`src/rtl/paddle_ai_driver.sv`:
```
// Paddle AI: ticked FSM that reacts to an approaching ball and steers
// the paddle mover through active-low buttons.
module paddle_ai_driver #(
  parameter int UPDATE_PERIOD = 4,
  parameter int REACT_TICKS   = 3,
  parameter int DEADBAND      = 2,
  parameter int CENTER_Y      = 160
) (
  input  logic       clock,
  input  logic       reset,
  input  logic       enable,
  input  logic       ballApproach,
  input  logic [8:0] ballY,
  input  logic [8:0] paddleYValue,
  output logic [1:0] button,
  output logic [1:0] aiState
);

  localparam int CW = (UPDATE_PERIOD > 1) ? $clog2(UPDATE_PERIOD) : 1;
  localparam int RW = (REACT_TICKS > 1) ? $clog2(REACT_TICKS) : 1;

  typedef enum logic [1:0] {
    S_IDLE     = 2'd0,
    S_WAIT     = 2'd1,
    S_TRACK    = 2'd2,
    S_RECENTER = 2'd3
  } ai_state_t;

  ai_state_t   state, next_state;
  logic [CW-1:0] tick_count;
  logic [RW-1:0] react_count, react_next;
  logic [1:0]  button_next;
  logic [9:0]  target, paddle_w, band;
  logic        tick;

  assign tick     = (tick_count == CW'(UPDATE_PERIOD - 1));
  assign aiState  = state;
  assign paddle_w = {1'b0, paddleYValue};
  assign band     = 10'(DEADBAND);

  always_comb begin
    next_state = state;
    react_next = react_count;
    unique case (state)
      S_IDLE: begin
        next_state = ballApproach ? S_WAIT : S_RECENTER;
        react_next = '0;
      end
      S_WAIT: begin
        if (!ballApproach) begin
          next_state = S_RECENTER;
        end else if (react_count == RW'(REACT_TICKS - 1)) begin
          next_state = S_TRACK;
        end else begin
          react_next = react_count + 1'b1;
        end
      end
      S_TRACK: begin
        if (!ballApproach) next_state = S_RECENTER;
      end
      S_RECENTER: begin
        if (ballApproach) begin
          next_state = S_WAIT;
          react_next = '0;
        end
      end
      default: next_state = S_IDLE;
    endcase
  end

  // Widened to 10 bits so target/paddle plus deadband never wraps.
  always_comb begin
    target      = (next_state == S_TRACK) ? {1'b0, ballY} : 10'(CENTER_Y);
    button_next = 2'b11;
    if (next_state == S_TRACK || next_state == S_RECENTER) begin
      if (target > paddle_w + band) begin
        button_next = 2'b10;
      end else if (target + band < paddle_w) begin
        button_next = 2'b01;
      end
    end
  end

  always_ff @(posedge clock) begin
    if (reset) begin
      tick_count  <= '0;
      state       <= S_IDLE;
      button      <= 2'b11;
      react_count <= '0;
    end else begin
      tick_count <= tick ? '0 : tick_count + 1'b1;
      if (!enable) begin
        state       <= S_IDLE;
        button      <= 2'b11;
        react_count <= '0;
      end else if (tick) begin
        state       <= next_state;
        button      <= button_next;
        react_count <= react_next;
      end
    end
  end

endmodule

```
`config.mk`:
```
export PLATFORM = sky130hd
export DESIGN_NAME = paddle_ai_driver
export DESIGN_NICKNAME = d
export VERILOG_FILES = /design/src/rtl/paddle_ai_driver.sv
export SDC_FILE = /design/constraint.sdc
export NUM_CORES = 1
export LEC_CHECK = 0
export BUFFER_PORTS_ARGS = -buffer_cell sky130_fd_sc_hd__clkbuf_2
export CORE_UTILIZATION = 55
export CTS_CLUSTER_DIAMETER = 40
export DETAILED_ROUTE_END_ITERATION = 12
export PLACE_DENSITY_LB_ADDON = 0.12
export SLEW_MARGIN = 20
export SYNTH_ARGS = -nofsm -noshare
export SYNTH_HDL_FRONTEND = slang
export SYNTH_SLANG_ARGS = --single-unit
```
`constraint.sdc`:
```
create_clock -name clock -period 7.6 [get_ports clock]
set_input_delay 1.14 -clock clock [delete_from_list [all_inputs] [get_ports clock]]
set_output_delay 1.14 -clock clock [all_outputs]
set_load 0.02 [all_outputs]
```
==> metrics.txt <==
post-DP HPWL 2230 um; EDFF count, synth 0; PnR worst setup slack 3520 ps; hold buffers post-CTS 0; R2R Setup Slk 3760 ps; post-synth top area cell ha_1; Final Hold Viols 0; Routed WL 2560 um; Worst Hold Class reg2reg; DIE HEIGHT 48.7 um; Hold Path Stages 1; largest family of logic cells by synthesized area simple AND/OR/NAND/NOR gates; synth top area cells ha_1, dfxtp_1, xnor2_1, nand3_1, and3_1; syn nets 200; clk_lat worst skew 250 ps; ant diodes 0; worst-case clock skew 4.65 ps; post-synthesis simple-gate area fraction 0.290; final design utilization 0.684; commonest register cell after synthesis dfxtp_1; Power Total 114 uW; sequential share of power 0.390; Vias 1140; CTS tree yes; Clock Sinks 8; ANT nets after route 0; layout cell share with drive strength beyond 1 0.213; Post-Synth Adder-Cell Area 0.272; Endpoint, Worst Hold tick_count[0]; global-route wire length before repair 4810 um; initial antenna violation count 0; Max Slew Vio Count 0; fmax 245 MHz; Buffers on Ports 25; Synth Instances 152; Inst Count DP 202; fin nets 228; R2R cell count 18; static leakage 0.680 nW; peak fanout along the critical path 10; total CTS buffers 3; # IOs 26; Slew headroom 0.666; P_sw 35.3 uW; required time of the critical path 7740 ps; Synth-to-Final Area Change 14.4%; syn_area_per_cell 7.88 sq um; max-cap violations 0; vias in the first global route 1180; DRT Pass-1 Iters 6; ys async rst share 0; DIE WIDTH 48.7 um; Tcrit/Tclk final 0.537; global placer's final weighted congestion 0.921; Arr. time, crit path 4220 ps; largest net degree at the start of global routing 11; setup TNS 0 ps; WL per Instance 12.5 um; GRT Overall Usage 0.253; postcts setup bufs 0; post-route cell area 1370 sq um; worst r2r src aiState[1]; switching share of power 0.309; Synth Area in Compound Gates 0.142; Resized Gates After CTS 0; WS Path Type in2reg; H-tree levels 1; Worst Hold Launch tick_count[0]; capture point of the worst reg-to-reg path button[1]; warnings from Yosys 0; Largest stage delay, worst path 480 ps; Synth Area in XOR/XNOR 0.0878; pre-CTS setup slack 3260 ps; Starting Density 0.598; Crit-path slowest cell a211oi_2; Clk pwr share 0.276; Root Driver clkbuf_4; fin crit period 4080 ps; row cnt 16; RSZ-0062 raised after global routing false; sequential share of the synthesized area 0.134; worst-margin pin slew 501 ps; CTS clk-pin slew, worst paths 50 ps; dpl cell area 1350 sq um; crit-path cells clkbuf_2, and2_1, o21ai_1, a211oi_2, and2_1, nand2_1, inv_2, ha_1, and3_1, xnor2_1, nand2_1, ha_1, a21oi_1, nor2b_1, o311ai_0, nand4_1, o32a_1; grt ovf 0; hold_ws 421 ps; crit end category flip-flop; Int Pwr 78.9 uW; DRC errors left 0; endpoints failing setup 0; core area 2000 sq um; fin cells 205; initial DRC count 47; CTS Buffer Depth 2; status complete, no violations; PwrDens 83.3 nW/um^2; Worst setup SP type input port; Max rail drop VDD 95.4 uV; multiplexer area fraction after synthesis 0.0167; Die ar. 2370 sq um; Comb pwr share 0.334; Yosys top cell area share 0.272; count of cell types in the netlist 43; vias per cell 5.56; Synth Cell Area 1200 sq um; Synth Register Bits 8
## layout by cell type, fill, tap and decap left out, drive strengths merged, types with 2 or more instances in the layout
cell type  synthesis  final
nand2             13     13
mux2i              2      2
nor3               3      3
nor2b              4      4
o21ai              4      4
ha                26     26
and3               9      9
a21oi              5      5
inv               15     15
xnor2             10     10
nand3             13     13
nor2               8      8
and2               3      3
clkbuf             1     28
a211oi             2      2
nand2b             3      3
dfxtp              8      8
xor2               2      2
## sequential cells by signal (all words and copies together), names as in the netlist
register,cells
react_count,2
tick_count,2
button,2
aiState,2
## area by class of cell
type                    instances  area, sq um
clock buffers                   3         22.5
flip-flops and latches          8          160
fillers                       182          632
inverters                      16         60.1
multi-input cells             126          968
well taps                      27         33.8
repair buffers                 25          125
## layer usage
metal | global-route usage | vias to the layer above | wire, um
li1 | - | 592 | -
met1 | 0.319 | 510 | 1250
met2 | 0.454 | 36 | 1180
met3 | 0.0283 | 2 | 125
met4 | 0.0588 | 0 | 9
met5 | 0 | - | 0
## how the worst max path moves through the flow
stage	from	endpoint	slack [ps]	cells after the start
detailed placement	ballApproach	button[1]	3260	17
global route	ballApproach	button[1]	3160	17
CTS	ballApproach	button[1]	3530	17
floorplan	ballApproach	button[1]	3830	17
global placement	ballApproach	button[1]	3450	17
finish	ballApproach	button[1]	3520	17
## power by group through the flow
stage          combinational (mW)  clock (mW)  sequential [mW]
2_1_floorplan              0.0233           0           0.0455
3_3_place_gp               0.0357           0           0.0453
3_5_place_dp               0.0378           0           0.0454
4_1_cts                    0.0381      0.0332           0.0445
5_1_grt                    0.0437      0.0357           0.0446
6_report                   0.0381      0.0316           0.0445
## cells in the mapped netlist, types with 2 or more instances
master     n
dfxtp_1    8
o21ai_1    2
and2_1     3
and3_1     9
inv_2      2
o21ai_0    2
nor3_1     3
nand2_1   13
xor2_1     2
nor2_1     8
mux2i_1    2
ha_1      26
a21oi_1    5
inv_1     13
nand2b_1   3
nor2b_1    4
nand3_1   12
xnor2_1   10
## cell families (layout without fill, tap and decap cells)
family / Yosys count / in the layout
and+or+nand+nor: 64 / 64
adders and majority gates: 26 / 26
AOI/OAI and AO/OA: 22 / 22
buffers and inverters: 18 / 44
xor gates and xnor gates: 12 / 12
DFF: 8 / 8
muxes: 2 / 2
## critical path: cells and delay by family
| kind | cells | cell delay [ps] |
|---|---|---|
| AOI/OAI and AO/OA | 5 | 1180 |
| and+or+nand+nor | 7 | 1100 |
| adders and majority gates | 2 | 460 |
| buffers and inverters | 2 | 210 |
| xor gates and xnor gates | 1 | 120 |
No activity file was read; power rests on OpenSTA's default activity.
